File: src/rtl/id_issue_ctrl.sv
// id_issue_ctrl: decode-stage sequencer.
//   Holds one fetched instruction in the ID register. Drives it to the decoder
//   and reads the decoded fields back. Checks those fields against a register
//   scoreboard. Issues to EX over a valid/ready handshake.
//
// Handshake semantics (both interfaces): a transfer happens on a rising edge
// where valid and ready are both high. ex_valid never depends on ex_ready.
// ex_ins/ex_pc are stable while ex_valid=0 or ex_ready=0 and the entry is held.
//
// Ports:
//   clk, rst_n                  clock, synchronous active-low reset
//   if_valid/if_ready/if_ins/if_pc   fetch -> ID handshake
//   dec_ins                     ID-register instruction to the decoder
//   dec_opcode/rs1/rs2/rd       decoded fields back from the decoder
//   ex_valid/ex_ready/ex_ins/ex_pc   ID -> EX handshake
//   wb_valid/wb_rd              writeback releasing a scoreboard entry
//   flush                       kill the ID-register contents
//   busy_map                    scoreboard; bit i = write to xi pending
//   stall_cnt                   saturating count of hazard-stall cycles
module id_issue_ctrl #(
    parameter int CNT_W = 16
) (
    input  logic             clk,
    input  logic             rst_n,
    input  logic             if_valid,
    output logic             if_ready,
    input  logic [31:0]      if_ins,
    input  logic [31:0]      if_pc,
    output logic [31:0]      dec_ins,
    input  logic [6:0]       dec_opcode,
    input  logic [4:0]       dec_rs1,
    input  logic [4:0]       dec_rs2,
    input  logic [4:0]       dec_rd,
    output logic             ex_valid,
    input  logic             ex_ready,
    output logic [31:0]      ex_ins,
    output logic [31:0]      ex_pc,
    input  logic             wb_valid,
    input  logic [4:0]       wb_rd,
    input  logic             flush,
    output logic [31:0]      busy_map,
    output logic [CNT_W-1:0] stall_cnt
);

    localparam logic [31:0] NOP = 32'h0000_0013;

    logic             occ_q, occ_d;
    logic [31:0]      ins_q, ins_d;
    logic [31:0]      pc_q, pc_d;
    logic [31:0]      busy_q, busy_d;
    logic [CNT_W-1:0] stall_q, stall_d;

    logic        use_rs1, use_rs2;
    logic [31:0] wb_mask, eff;
    logic        hazard, issue, accept;

    // Which source operands the current opcode actually reads.
    always_comb begin
        use_rs1 = 1'b0;
        use_rs2 = 1'b0;
        case (dec_opcode)
            7'b0110011, 7'b0100011, 7'b1100011: begin
                use_rs1 = 1'b1;
                use_rs2 = 1'b1;
            end
            7'b0010011, 7'b0000011, 7'b1100111, 7'b1110011: begin
                use_rs1 = 1'b1;
            end
            default: begin
                use_rs1 = 1'b0;
                use_rs2 = 1'b0;
            end
        endcase
    end

    // A register released by writeback this cycle is already free for the
    // hazard check, so a stalled instruction can issue in the release cycle.
    always_comb begin
        wb_mask = '0;
        if (wb_valid) begin
            wb_mask[wb_rd] = 1'b1;
        end
    end

    assign eff = busy_q & ~wb_mask;

    // The rd term is the WAW check; x0 never hazards.
    assign hazard = occ_q & ((use_rs1 & (dec_rs1 != 5'd0) & eff[dec_rs1]) |
                             (use_rs2 & (dec_rs2 != 5'd0) & eff[dec_rs2]) |
                             ((dec_rd != 5'd0) & eff[dec_rd]));

    assign ex_valid = rst_n & occ_q & ~hazard & ~flush;
    assign issue    = ex_valid & ex_ready;
    assign if_ready = rst_n & ~flush & (~occ_q | issue);
    assign accept   = if_valid & if_ready;

    always_comb begin
        occ_d   = occ_q;
        ins_d   = ins_q;
        pc_d    = pc_q;
        busy_d  = busy_q;
        stall_d = stall_q;

        // Flush wins over accept and issue. Accept and issue together keep
        // the entry occupied with the new instruction.
        if (flush) begin
            occ_d = 1'b0;
        end else if (accept) begin
            occ_d = 1'b1;
            ins_d = if_ins;
            pc_d  = if_pc;
        end else if (issue) begin
            occ_d = 1'b0;
        end

        // Clear first, then set, so a same-register release and claim leaves
        // the bit set. Flush leaves the scoreboard alone.
        if (wb_valid) begin
            busy_d[wb_rd] = 1'b0;
        end
        if (issue && (dec_rd != 5'd0)) begin
            busy_d[dec_rd] = 1'b1;
        end
        busy_d[0] = 1'b0;

        if (hazard && !flush && !(&stall_q)) begin
            stall_d = stall_q + 1'b1;
        end
    end

    always_ff @(posedge clk) begin
        if (!rst_n) begin
            occ_q   <= 1'b0;
            ins_q   <= NOP;
            pc_q    <= '0;
            busy_q  <= '0;
            stall_q <= '0;
        end else begin
            occ_q   <= occ_d;
            ins_q   <= ins_d;
            pc_q    <= pc_d;
            busy_q  <= busy_d;
            stall_q <= stall_d;
        end
    end

    assign dec_ins   = ins_q;
    assign ex_ins    = ins_q;
    assign ex_pc     = pc_q;
    assign busy_map  = busy_q;
    assign stall_cnt = stall_q;

endmodule
File: config.mk
export PLATFORM = sky130hd
export DESIGN_NAME = id_issue_ctrl
export DESIGN_NICKNAME = d
export VERILOG_FILES = /design/src/rtl/id_issue_ctrl.sv
export SDC_FILE = /design/constraint.sdc
export NUM_CORES = 1
export LEC_CHECK = 0
export ABC_AREA = 1
export CAP_MARGIN = 0
export CORE_ASPECT_RATIO = 1.4
export CORE_MARGIN = 1.5
export CORE_UTILIZATION = 50
export DETAILED_ROUTE_END_ITERATION = 10
export PLACE_DENSITY = 0.88
export SLEW_MARGIN = 10
export SYNTH_ARGS = -nofsm -noshare
export SYNTH_HDL_FRONTEND = slang
export SYNTH_SLANG_ARGS = --single-unit
File: constraint.sdc
create_clock -name clk -period 6.2 [get_ports clk]
set_input_delay 0.62 -clock clk [delete_from_list [all_inputs] [get_ports clk]]
set_output_delay 0.62 -clock clk [all_outputs]
set_load 0.02 [all_outputs]
# --- Yosys cells after proc, flatten, opt, wreduce, memory -nomap -nowiden ---
# Index checks and enable logic that the tools add are counted.
totals:
  word_cells: 78
  output_inout_bits: 146
  ff_bits: 113
classes:
  addsub: 1
  eq_ne: 7
  bitwise_logic: 25
  muxes: 17
  reduce_logical: 16
  order_cmp: 6
ops:
  columns: ["operator", "count"]
  rows:
  - ["2-to-1 mux 32 bit", 3]
  - ["bitwise AND 32 bit", 2]
  - ["NOT 32 bit", 2]
  - ["OR 32 bit", 1]
  - ["less-than comparator 5 x 6 -> 1 bit (second input constant)", 4]
  - ["equality test 7 bit (second input constant)", 3]
  - ["adder 16 x 1 -> 16 bit (second input constant)", 1]
  - ["AND reduction 16 bit", 1]
  - ["binary-select mux 1 bit (select 5 bit)", 3]
  - ["nonzero test 5 bit", 3]
  - ["equality test 7 x 6 -> 1 bit (second input constant)", 2]
  - ["bitwise AND 1 bit", 13]
  - ["demux 1 bit (select 5 bit)", 2]
  - ["greater-or-equal comparator 5 x 1 -> 1 bit (second input constant)", 2]
  - ["2-to-1 mux 1 bit", 9]
  - ["equality test 7 x 2 -> 1 bit (second input constant)", 1]
  - ["equality test 7 x 5 -> 1 bit (second input constant)", 1]
  - ["OR reduction 7 bit", 1]
  - ["logical AND 1 bit", 5]
  - ["NOT 1 bit", 4]
  - ["OR 1 bit", 3]
  - ["OR reduction 3 bit", 1]
  - ["zero test 1 bit", 2]
  - ["AND reduction 2 bit", 1]
  - ["other kinds (2)", 2]

# --- Longest topological paths before layout ---
# Gate-level depths: netlist of run 1.
depth:
  depth_word: 21
  depth_mapped: 21
  ltp_nobuf: 19

# --- Worst setup path after synthesis of run 1 ---
# OpenSTA, ideal clock, no wires.
synth_path:
  path_type: "in2out"
  start: "input port wb_rd[1]"
  end: "output port ex_valid"
  setup_slack_ns: 3.417
  required_time_ns: 5.580
  cell_stages: 16
  arrival_ns: 2.163
  cell_sequence: "inv_1 > nand2_1 > nor2_2 > nand2_1 > nand2_1 > nor2_1 > o21ai_1 > nor2_1 > nor2_1 > nor2_1 > nand2_1 > nand2_1 > inv_2 > nand2_1 > clkbuf_1 > nor2_1"
synth_via:
  elab_chain_cells: 16
synth_rtl:
  columns: ["item", "line", "source"]
  rows:
  - ["start: declaration", "39", "input logic [4:0] wb_rd,"]
  - ["less-than comparator 5 x 6 -> 1 bit (not written as such) or greater-or-equal comparator 5 x 1 -> 1 bit (tied branches)", "81", "wb_mask[wb_rd] = 1'b1;"]
  - ["logical AND 1 bit (not written as such)", "81", null]
  - ["2-to-1 mux 1 bit (not written as such)", "81", null]
  - ["demux 1 bit (select 5 bit) *", "81", null]
  - ["2-to-1 mux 32 bit *", "80", "if (wb_valid) begin"]
  - ["NOT 32 bit *", "85", "assign eff = busy_q & ~wb_mask;"]
  - ["bitwise AND 32 bit *", "85", null]
  - ["binary-select mux 1 bit (select 5 bit), on equally long branches", "88, 89", null]
  - ["2-to-1 mux 1 bit, on equally long branches", "88, 89", null]
  - ["bitwise AND 1 bit, on equally long branches", "88, 89", null]
  - ["OR 1 bit", "88", "assign hazard = occ_q & ((use_rs1 & (dec_rs1 != 5'd0) & eff[dec_rs1]) |"]
  - ["OR 1 bit *", "89", "(use_rs2 & (dec_rs2 != 5'd0) & eff[dec_rs2]) |"]
  - ["bitwise AND 1 bit *", "88", null]
  - ["NOT 1 bit *", "92", "assign ex_valid = rst_n & occ_q & ~hazard & ~flush;"]
  - ["bitwise AND 1 bit * (2 in series)", "92", null]
  - ["end: declaration", "34", "output logic ex_valid,"]
# Every way passes the cells marked *; elsewhere a longest branch is shown, timed or not. The select of a mux whose other input is x is not followed.

# --- Worst setup path after layout of run 1 ---
layout_path:
  start: "input port dec_rs1[0]"
  end: "output port ex_valid"
layout_via:
  elab_chain_cells: 9
layout_rtl:
  columns: ["item", "line", "source"]
  rows:
  - ["start: declaration", "31", "input logic [4:0] dec_rs1,"]
  - ["binary-select mux 1 bit (select 5 bit) or nonzero test 5 bit (tied branches)", "88", null]
  - ["2-to-1 mux 1 bit (not written as such) or bitwise AND 1 bit (tied branches)", "88", null]
  - ["bitwise AND 1 bit *", "88", null]
  - ["OR 1 bit *", "88", null]
  - ["OR 1 bit *", "89", null]
  - ["bitwise AND 1 bit *", "88", null]
  - ["NOT 1 bit *", "92", null]
  - ["bitwise AND 1 bit * (2 in series)", "92", null]
# Marks and branches as above.

==> results of run 1 <==
[power by group through the flow]
stage          logic, mW  registers (mW)  clock network (mW)
6_report           0.358           0.759               0.583
5_1_grt            0.391           0.761               0.618
4_1_cts            0.357           0.759               0.587
3_5_place_dp       0.354           0.775                   0
3_3_place_gp       0.350           0.774                   0
2_1_floorplan      0.180           0.798                   0
[placed cells by master, fill, tap and decap left out, types with 8 or more instances in the layout]
master / n
nand2_1: 282
clkdlybuf4s50_1: 239
inv_1: 223
nand3_1: 146
dfxtp_1: 112
nor2_1: 105
nand4_1: 72
a21oi_1: 50
nor3_1: 13
clkbuf_16: 9
buf_4: 8
[final cells by class]
class	count	area, sq um
fillers	1176	4040
multi-input cells	712	3270
repair buffers	249	2460
flip-flops and latches	112	2240
inverters	229	860
clock buffers	11	233
well taps	182	228
clock inverters	5	56.3
[per-stage QoR]
step / cell area, sq um / std cells / utilization, %
global placement: 9060 / 1484 / 67.7
CTS: 9350 / 1500 / 69.8
finish: 9350 / 1500 / 69.8
floorplan: 6890 / 1145 / -
global route: 9350 / 1500 / 69.8
detailed placement: 9060 / 1484 / 67.7
[cell families (layout without fill, tap and decap cells)]
family,count (synthesis),count (layout),synth area share (%)
other,1,1,0.0544
flip-flops,112,112,32.5
AND/OR/NAND/NOR,634,634,40.8
XOR/XNOR,7,7,0.889
AO/OA/AOI/OAI,69,69,5.28
buffers and inverters,321,494,20.3
adder cells (fa/ha/maj),1,1,0.181
[flip-flops by register name, indices dropped and copies added, names as in the netlist]
| name | cells |
|---|---|
| busy_map | 31 |
| dec_ins | 32 |
| ex_pc | 32 |
| stall_cnt | 16 |
| occ_q | 1 |
[worst register-to-register path, delay by kind of cell (launching register included)]
kind,cells,cell delay [ns]
simple gates,12,1.73
buf+inv,3,0.64
flops,1,0.33
compound gates,1,0.15
[per-layer routing]
metal  global-route usage [%]  vias to the layer above  wire (um)
li1                         -                     3872          -
met1                     33.0                     3440       8250
met2                     54.1                      357      11300
met3                     5.81                       80       1530
met4                     17.6                        0       1120
met5                        0                        -          0
[worst min-delay path by stage]
stage,start,end,slack [ns],cells after the start
6_report,stall_cnt[13]$_SDFFE_PN0P_,stall_cnt[13]$_SDFFE_PN0P_,0.49,2
4_1_cts,stall_cnt[13]$_SDFFE_PN0P_,stall_cnt[13]$_SDFFE_PN0P_,0.49,2
3_5_place_dp,stall_cnt[14]$_SDFFE_PN0P_,stall_cnt[14]$_SDFFE_PN0P_,0.48,2
5_1_grt,dec_ins[0]$_SDFFE_PN1P_,dec_ins[0]$_SDFFE_PN1P_,0.51,2
2_1_floorplan,stall_cnt[13]$_SDFFE_PN0P_,stall_cnt[13]$_SDFFE_PN0P_,0.55,2
3_3_place_gp,stall_cnt[13]$_SDFFE_PN0P_,stall_cnt[13]$_SDFFE_PN0P_,0.46,2
==> impl_metrics.py, run 1 <==
metrics = {
    "outcome": {
        "status": "finished clean",
    },
    "routing": {
        "routed_wl_mm": 22.2,
        "vias": 7749,
        "drtPass1Iterations": 5,
        "wl_per_cell_um": 14.8,
        "vias_per_cell": 5.17,
        "drc": 0,
        "ant_nets": 0,
        "drtIter0Drc": 524,
    },
    "timing": {
        "setup_violations": 0,
        "tightestPinTransition_ns": 1.08,
        "setup_tns_ns": 0,
        "layout_min_cycle_time_ns": 4.55,
        "skew_ns": 0.00847,
        "fin_crit_sh_pct": 73.4,
        "rsz0062_at_grt": "no",
        "holdWs_ns": 0.493,
        "drv_slew": 0,
        "worst_slack_ns": 1.65,
        "relSlewSlack_pct": 28.0,
        "hold_violations": 0,
        "fmax_mhz": 220,
    },
    "setup_path": {
        "cp-end-kind": "output pin",
        "reg2regPathDepth": 16,
        "crit_top_cell": "nand2_1",
        "reg2reg_slack_ns": 3.28,
        "crit_slowest_cell": "clkdlybuf4s50_1",
        "crit_fanout": 18,
        "crit_path_end": "ex_valid",
        "crit_family": "buffers and inverters",
        "cp_num_cells": 14,
        "timing.rr.start": "busy_map[12]$_SDFF_PN0_",
        "path_class": "input port to output pin",
        "crit_path_start_kind": "input port",
        "crit_buf_inv": 4,
        "cp_cell_sequence": "clkdlybuf4s50_1, inv_1, nand3_1, nand3_1, nand3_1, nand2_1, nor2_1, nor2_1, nand2_1, nand2_1, inv_2, nand2_1, nor2_1, clkdlybuf4s50_1",
        "cp_slowest_stage_delay_ns": 0.91,
        "r2r-end": "dec_ins[23]$_SDFFE_PN0P_",
        "worstPathArrival_ns": 3.93,
        "required_ns": 5.58,
        "crit_start": "dec_rs1[0]",
    },
    "logic_synthesis": {
        "post-synth-top-count-cell": "nand2_1",
        "syn-num-nets": 1243,
        "ys.flop_type": "dfxtp_1",
        "synthTopCellsByArea": "dfxtp_1 33%, nand2_1 15%, inv_1 12%",
        "yosysUniqueCellTypes": 34,
        "netlist_area_sq_um": 6890,
        "synth_edf_count": 0,
        "yosys_register_bits": 112,
        "synth_top_area_share_pct": 32.5,
        "async_flop_share_pct": 0,
        "synthCells": 1145,
        "yosys_warnings": 0,
        "postSynthAreaPerCell_sq_um": 6.02,
        "synth_sequential_area_ratio_pct": 32.5,
        "synth_top_area_cell": "dfxtp_1",
        "synth_common_cells": "283 x nand2_1, 223 x inv_1, 147 x nand3_1",
    },
    "power_and_ir_drop": {
        "power_mw": 1.70,
        "net-switching-power_mw": 0.485,
        "power_density_nw_per_um2": 182,
        "pwr-share-clk_pct": 34.3,
        "ir_drop_mv": 0.153,
        "power_frac_seq_pct": 44.7,
        "swShare_pct": 28.6,
        "leakagePower_nw": 4.04,
        "power_frac_comb_pct": 21.0,
        "internal_power_mw": 1.21,
    },
    "floorplan": {
        "die_x_um": 102,
        "initial_core_util_pct": 51.5,
        "rows": 50,
        "dieArea_sq_um": 14500,
        "io_pins": 243,
        "die_height_um": 142,
        "core-area_sq_um": 13400,
    },
    "min_path": {
        "hold_path_class": "flop to flop",
    },
    "clock_tree": {
        "holdBufCountCts": 0,
        "cts_root_buffer": "clkbuf_16",
        "numCtsBuffers": 9,
        "clock-sinks": 112,
        "ctsResizeCount": 0,
        "ctsLongestPathBuffers": 2,
        "path_clk_slew_ns": 0.07,
        "clk_latency_ns": 0.35,
        "htreeDepth": 3,
        "cts_tree": "done",
        "post_cts_buffers": 0,
    },
    "placed_design": {
        "portBuffers": 241,
        "place_ws_ns": 1.66,
        "dp_hpwl_mm": 16.8,
        "gp_congestion": 0.983,
    },
    "global_routing": {
        "grt_max_degree": 70,
        "antenna_found_initial": 0,
        "grt.overflow.total": 0,
        "grt_first_pass_wirelength_mm": 35.0,
        "grtUsageTotal_pct": 30.5,
        "grt_pass1_vias": 7256,
    },
    "run": {
        "max_cap_viol_count": 0,
    },
    "layout": {
        "finalNetCount": 1411,
        "antenna_cells": 0,
        "drive_gt1_share_pct": 2.73,
        "area_growth_pct": 35.7,
    },
}
Note: power is estimated with default switching activity, not from simulation.
==> inputs of run 2 (changes only) <==
Settings changed: CORE_UTILIZATION 50 to 42, PLACE_DENSITY 0.88 to 0.78.
Clock period 6.2 ns to 3.6 ns, I/O delays scaled along.
==> run 2 against run 1 <==
Clock skew is 0.00058 ns lower. Sequential share of layout area fell by 0.71 points. Die area grew 19%. Via count is 0.15% higher. Largest power group unchanged. Highest routed layer unchanged.
==> impl_metrics.py, run 2 (same netlist as run 1, synthesis figures left out) <==
metrics = {
    "setup_path": {
        "crit_start": "wb_rd[2]",
        "worstPathArrival_ns": 3.00,
        "crit_path_end": "ex_valid",
        "crit_fanout": 5,
        "r2r-end": "stall_cnt[5]$_SDFFE_PN0P_",
        "path_class": "input port to output pin",
        "reg2reg_slack_ns": 1.36,
        "cp-end-kind": "output pin",
        "required_ns": 3.24,
        "crit_path_start_kind": "input port",
        "reg2regPathDepth": 15,
        "timing.rr.start": "busy_map[11]$_SDFF_PN0_",
    },
    "timing": {
        "setup_violations": 0,
        "relSlewSlack_pct": 51.7,
        "fin_crit_sh_pct": 93.3,
        "rsz0062_at_grt": "no",
        "hold_violations": 0,
        "drv_slew": 0,
        "setup_tns_ns": 0,
        "tightestPinTransition_ns": 0.725,
        "skew_ns": 0.00788,
        "fmax_mhz": 298,
        "worst_slack_ns": 0.241,
        "layout_min_cycle_time_ns": 3.36,
    },
    "placed_design": {
        "portBuffers": 241,
        "place_ws_ns": 0.195,
        "gp_congestion": 0.941,
        "dp_hpwl_mm": 17.3,
    },
    "floorplan": {
        "initial_core_util_pct": 42.8,
        "die_x_um": 111,
        "die_height_um": 155,
        "dieArea_sq_um": 17200,
        "io_pins": 243,
        "rows": 55,
        "core-area_sq_um": 16100,
    },
    "layout": {
        "final_cell_mix": "282 x nand2_1, 238 x clkdlybuf4s50_1, 223 x inv_1",
        "finalNetCount": 1437,
        "antenna_cells": 0,
        "drive_gt1_share_pct": 4.84,
        "seq_area_sq_um": 2240,
        "multi_input_area_sq_um": 3270,
        "nFillCells": 1586,
        "layout_commonest_cell": "nand2_1",
        "area_growth_pct": 39.8,
    },
    "global_routing": {
        "grt.overflow.total": 0,
        "antenna_found_initial": 0,
        "grtUsageTotal_pct": 26.8,
        "grt_max_degree": 70,
        "grt_pass1_vias": 7333,
        "grt_first_pass_wirelength_mm": 37.2,
    },
    "clock_tree": {
        "clk_latency_ns": 0.35,
        "post_cts_buffers": 0,
        "clock-sinks": 112,
        "cts_tree": "done",
        "ctsLongestPathBuffers": 2,
        "cts_root_buffer": "clkbuf_16",
        "numCtsBuffers": 9,
        "path_clk_slew_ns": 0.08,
        "htreeDepth": 3,
    },
    "power_and_ir_drop": {
        "power_mw": 2.94,
        "leakagePower_nw": 4.20,
        "ir_drop_mv": 0.248,
        "power_density_nw_per_um2": 305,
    },
    "routing": {
        "drtIter0Drc": 512,
        "routed_wl_mm": 23.4,
        "drc": 0,
        "vias_per_cell": 5.03,
        "wl_per_cell_um": 15.1,
        "drtPass1Iterations": 5,
        "ant_nets": 0,
        "vias": 7761,
    },
    "outcome": {
        "status": "finished clean",
    },
    "run": {
        "max_cap_viol_count": 0,
    },
    "min_path": {
        "hold_path_class": "input port to flop",
    },
}
[run 2: cell count changes in the layout (fill, tap and decap cells not counted), sizes merged]
cell | before | now
clkinv | 5 | 6
clkdlybuf4s50 | 239 | 238
bufinv | 1 | 0
dlymetal6s2s | 0 | 1
clkbuf | 11 | 9
inv | 227 | 228
clkinvlp | 1 | 2
buf | 10 | 36
[run 2: per-layer routing]
layer	vias up	wire [um]	global-route usage (%)	part of all wire [%]
li1	3916	-	-	-
met1	3439	8670	29.2	37
met2	340	11700	47.6	50
met3	66	1930	6.58	8.2
met4	0	1010	14.6	4.3
met5	-	0	0	0
[run 2: worst min path at each step]
stage	startpoint	end	slack, ns	cells past startpoint
2_1_floorplan	if_ins[0]	dec_ins[0]$_SDFFE_PN1P_	0.53	2
3_3_place_gp	stall_cnt[12]$_SDFFE_PN0P_	stall_cnt[12]$_SDFFE_PN0P_	0.47	2
3_5_place_dp	dec_ins[1]$_SDFFE_PN1P_	dec_ins[1]$_SDFFE_PN1P_	0.48	2
4_1_cts	rst_n	occ_q$_SDFFE_PP0P_	0.40	5
5_1_grt	rst_n	occ_q$_SDFFE_PP0P_	0.42	5
6_report	rst_n	occ_q$_SDFFE_PP0P_	0.42	5
[run 2: what timing repair did]
action,4_1_cts,5_1_grt
hold buffers,0,0
setup endpoints to repair,0,1
gates resized for setup,0,2
[run 2: cell type report]
| type | count | share of cell area (%) |
|---|---|---|
| clock buffers | 9 | 2.34 |
| inverters | 229 | 8.92 |
| flip-flops and latches | 112 | 23.3 |
| clock inverters | 7 | 0.662 |
| well taps | 199 | 2.58 |
| multi-input cells | 712 | 34.0 |
| repair buffers | 275 | 28.3 |
[run 2: where the power goes]
part / internal [mW] / leakage (nW) / switching [mW] / total (mW)
registers: 1.28 / 0.910 / 0.0274 / 1.30
logic: 0.295 / 3.15 / 0.357 / 0.651
clock network: 0.484 / 0.136 / 0.500 / 0.984
total: 2.06 / 4.20 / 0.884 / 2.94
[run 2: stage by stage]
| step | hold slack, ns | area, sq um | utilization [%] | std cells |
|---|---|---|---|---|
| global route | 0.424 | 9630 | 59.8 | 1543 |
| CTS | 0.398 | 9630 | 59.8 | 1543 |
| global placement | 0.473 | 9340 | 58.0 | 1527 |
| detailed placement | 0.478 | 9340 | 58.0 | 1527 |
| finish | 0.418 | 9630 | 59.8 | 1543 |
| floorplan | 0.531 | 6890 | - | 1145 |
[run 2: worst max-delay path: stages]
cell,delay (ns)
clkdlybuf4s50_1,0.57
inv_2,0.09
nor2_1,0.18
buf_4,0.17
nand2_1,0.06
nand2_1,0.11
nor2_1,0.05
o21ai_1,0.13
nor2_1,0.05
nor2_1,0.15
nor2_1,0.07
nand2_1,0.05
nand2_1,0.06
inv_2,0.06
nand2_1,0.07
nor2_1,0.09
clkdlybuf4s50_1,0.67
==> inputs of run 3 (changes only) <==
Settings changed: CORE_UTILIZATION 42 to 40, PLACE_DENSITY 0.78 to 0.75.
==> run 3 against run 2 <==
Global-route usage fell by 1.9 points. Clock power about the same. Largest power group unchanged. Non-clock buffer count decreased by 1. Sequential power about the same. Wire length shrank 0.87%. Design area is 0.65% lower. Highest routed layer unchanged.
==> impl_metrics.py, run 3 (same netlist as run 1, synthesis figures left out) <==
metrics = {
    "setup_path": {
        "reg2reg_slack_ns": 1.36,
        "cp-end-kind": "output pin",
        "cp_slowest_stage_delay_ns": 0.64,
        "crit_buf_inv": 4,
        "crit_slowest_cell": "clkdlybuf4s50_1",
        "timing.rr.start": "busy_map[1]$_SDFF_PN0_",
        "reg2regPathDepth": 14,
        "worstPathArrival_ns": 3.06,
        "path_class": "input port to output pin",
        "crit_path_start_kind": "input port",
        "r2r-end": "ex_pc[19]$_SDFFE_PN0P_",
        "cp_cell_sequence": "clkdlybuf4s50_1, inv_2, nor2_4, nand2_1, nand2_1, o21ai_1, nor2_1, nor2_1, nor2_1, nor2_1, nand2_1, nand2_1, inv_2, nand2_1, nor2_1, clkdlybuf4s50_1",
        "required_ns": 3.24,
        "crit_family": "buffers and inverters",
        "crit_fanout": 8,
    },
    "clock_tree": {
        "ctsLongestPathBuffers": 2,
        "holdBufCountCts": 0,
        "ctsResizeCount": 0,
        "htreeDepth": 3,
        "path_clk_slew_ns": 0.07,
        "clk_latency_ns": 0.34,
        "numCtsBuffers": 9,
        "post_cts_buffers": 0,
        "cts_root_buffer": "clkbuf_16",
        "cts_tree": "done",
        "clock-sinks": 112,
    },
    "power_and_ir_drop": {
        "leakagePower_nw": 4.18,
        "power_density_nw_per_um2": 306,
        "ir_drop_mv": 0.198,
        "power_mw": 2.93,
    },
    "placed_design": {
        "gp_congestion": 0.958,
        "dp_hpwl_mm": 17.4,
        "place_area_sq_um": 9280,
        "portBuffers": 241,
        "place_ws_ns": 0.176,
    },
    "min_path": {
        "min_from": "rst_n",
        "hold_path_class": "input port to flop",
        "hold_end": "occ_q$_SDFFE_PP0P_",
        "holdPathStages": 5,
    },
    "global_routing": {
        "grt_max_degree": 70,
        "antenna_found_initial": 0,
        "grt_first_pass_wirelength_mm": 35.7,
        "grt.overflow.total": 0,
        "grt_pass1_vias": 7154,
        "grtUsageTotal_pct": 24.9,
    },
    "timing": {
        "setup_violations": 0,
        "skew_ns": 0.00680,
        "fmax_mhz": 293,
        "fin_crit_sh_pct": 94.9,
        "layout_min_cycle_time_ns": 3.42,
        "hold_violations": 0,
        "relSlewSlack_pct": 48.2,
        "setup_tns_ns": 0,
        "rsz0062_at_grt": "no",
        "worst_slack_ns": 0.183,
        "drv_slew": 0,
        "tightestPinTransition_ns": 0.776,
    },
    "layout": {
        "stdcell_area_sq_um": 9570,
        "final_cell_mix": "282 x nand2_1, 238 x clkdlybuf4s50_1, 223 x inv_1",
        "finalNetCount": 1436,
        "drive_gt1_share_pct": 4.77,
        "nFillCells": 1706,
        "antenna_cells": 0,
        "area_growth_pct": 38.9,
        "post-route-util_pct": 56.9,
        "layout_commonest_cell": "nand2_1",
    },
    "routing": {
        "drtIter0Drc": 449,
        "vias": 7720,
        "ant_nets": 0,
        "routed_wl_mm": 23.1,
        "wl_per_cell_um": 15.0,
        "drc": 0,
        "drtPass1Iterations": 5,
        "vias_per_cell": 4.99,
    },
    "floorplan": {
        "initial_core_util_pct": 41.0,
        "core-area_sq_um": 16800,
        "die_x_um": 114,
        "dieArea_sq_um": 18000,
        "die_height_um": 158,
        "io_pins": 243,
        "rows": 56,
    },
    "outcome": {
        "status": "finished clean",
    },
    "run": {
        "max_cap_viol_count": 0,
    },
}
==> run 3: changes by cell type in the layout (fill, tap and decap cells not counted), sizes merged <==
cell / previous run / this run
clkbuf: 9 / 11
buf: 36 / 35
clkinv: 6 / 5
clkinvlp: 2 / 1
==> run 3: stage by stage <==
| step | hold slack (ns) | instances |
|---|---|---|
| global route | 0.418 | 1546 |
| floorplan | 0.531 | 1145 |
| global placement | 0.474 | 1530 |
| finish | 0.399 | 1546 |
| detailed placement | 0.483 | 1530 |
| CTS | 0.386 | 1546 |
==> run 3: layout make-up <==
class	instances	area [sq um]	share of cell area [%]
multi-input combinational	712	3270	34.2
timing repair buffer	274	2650	27.7
sequential	112	2240	23.4
inverter	229	860	8.98
tap	203	254	2.65
clock buffer	11	253	2.64
clock inverter	5	38.8	0.405
==> run 3: worst max-delay path by stage <==
stage                     slack [ns]  endpoint      from  cells after the start
final                           0.18  ex_valid  wb_rd[0]                     16
after global routing            0.04  ex_valid  wb_rd[2]                     16
after CTS                       0.17  if_ready  wb_rd[2]                     16
after detailed placement        0.18  if_ready  wb_rd[2]                     16
after global placement          0.17  if_ready  wb_valid                     15
after floorplan                 1.34  ex_valid  wb_rd[1]                     16
==> run 3: power breakdown <==
| group | internal, mW | switching [mW] | total [mW] |
|---|---|---|---|
| clock | 0.514 | 0.472 | 0.985 |
| sequential | 1.28 | 0.0282 | 1.30 |
| combinational | 0.288 | 0.352 | 0.640 |
| total | 2.08 | 0.851 | 2.93 |
==> run 3: worst min-delay path, stage by stage <==
cell	delay, ns
buf_2	0.10
clkinv_1	0.07
nor2_4	0.04
inv_1	0.08
a21oi_1	0.04
==> run 3: routing by layer <==
layer,global-route usage (%),vias up,wire length [um]
met5,0,-,0
met4,11.7,0,915
met1,26.9,3404,8800
met2,45.1,327,11600
li1,-,3918,-
met3,6.70,71,1850
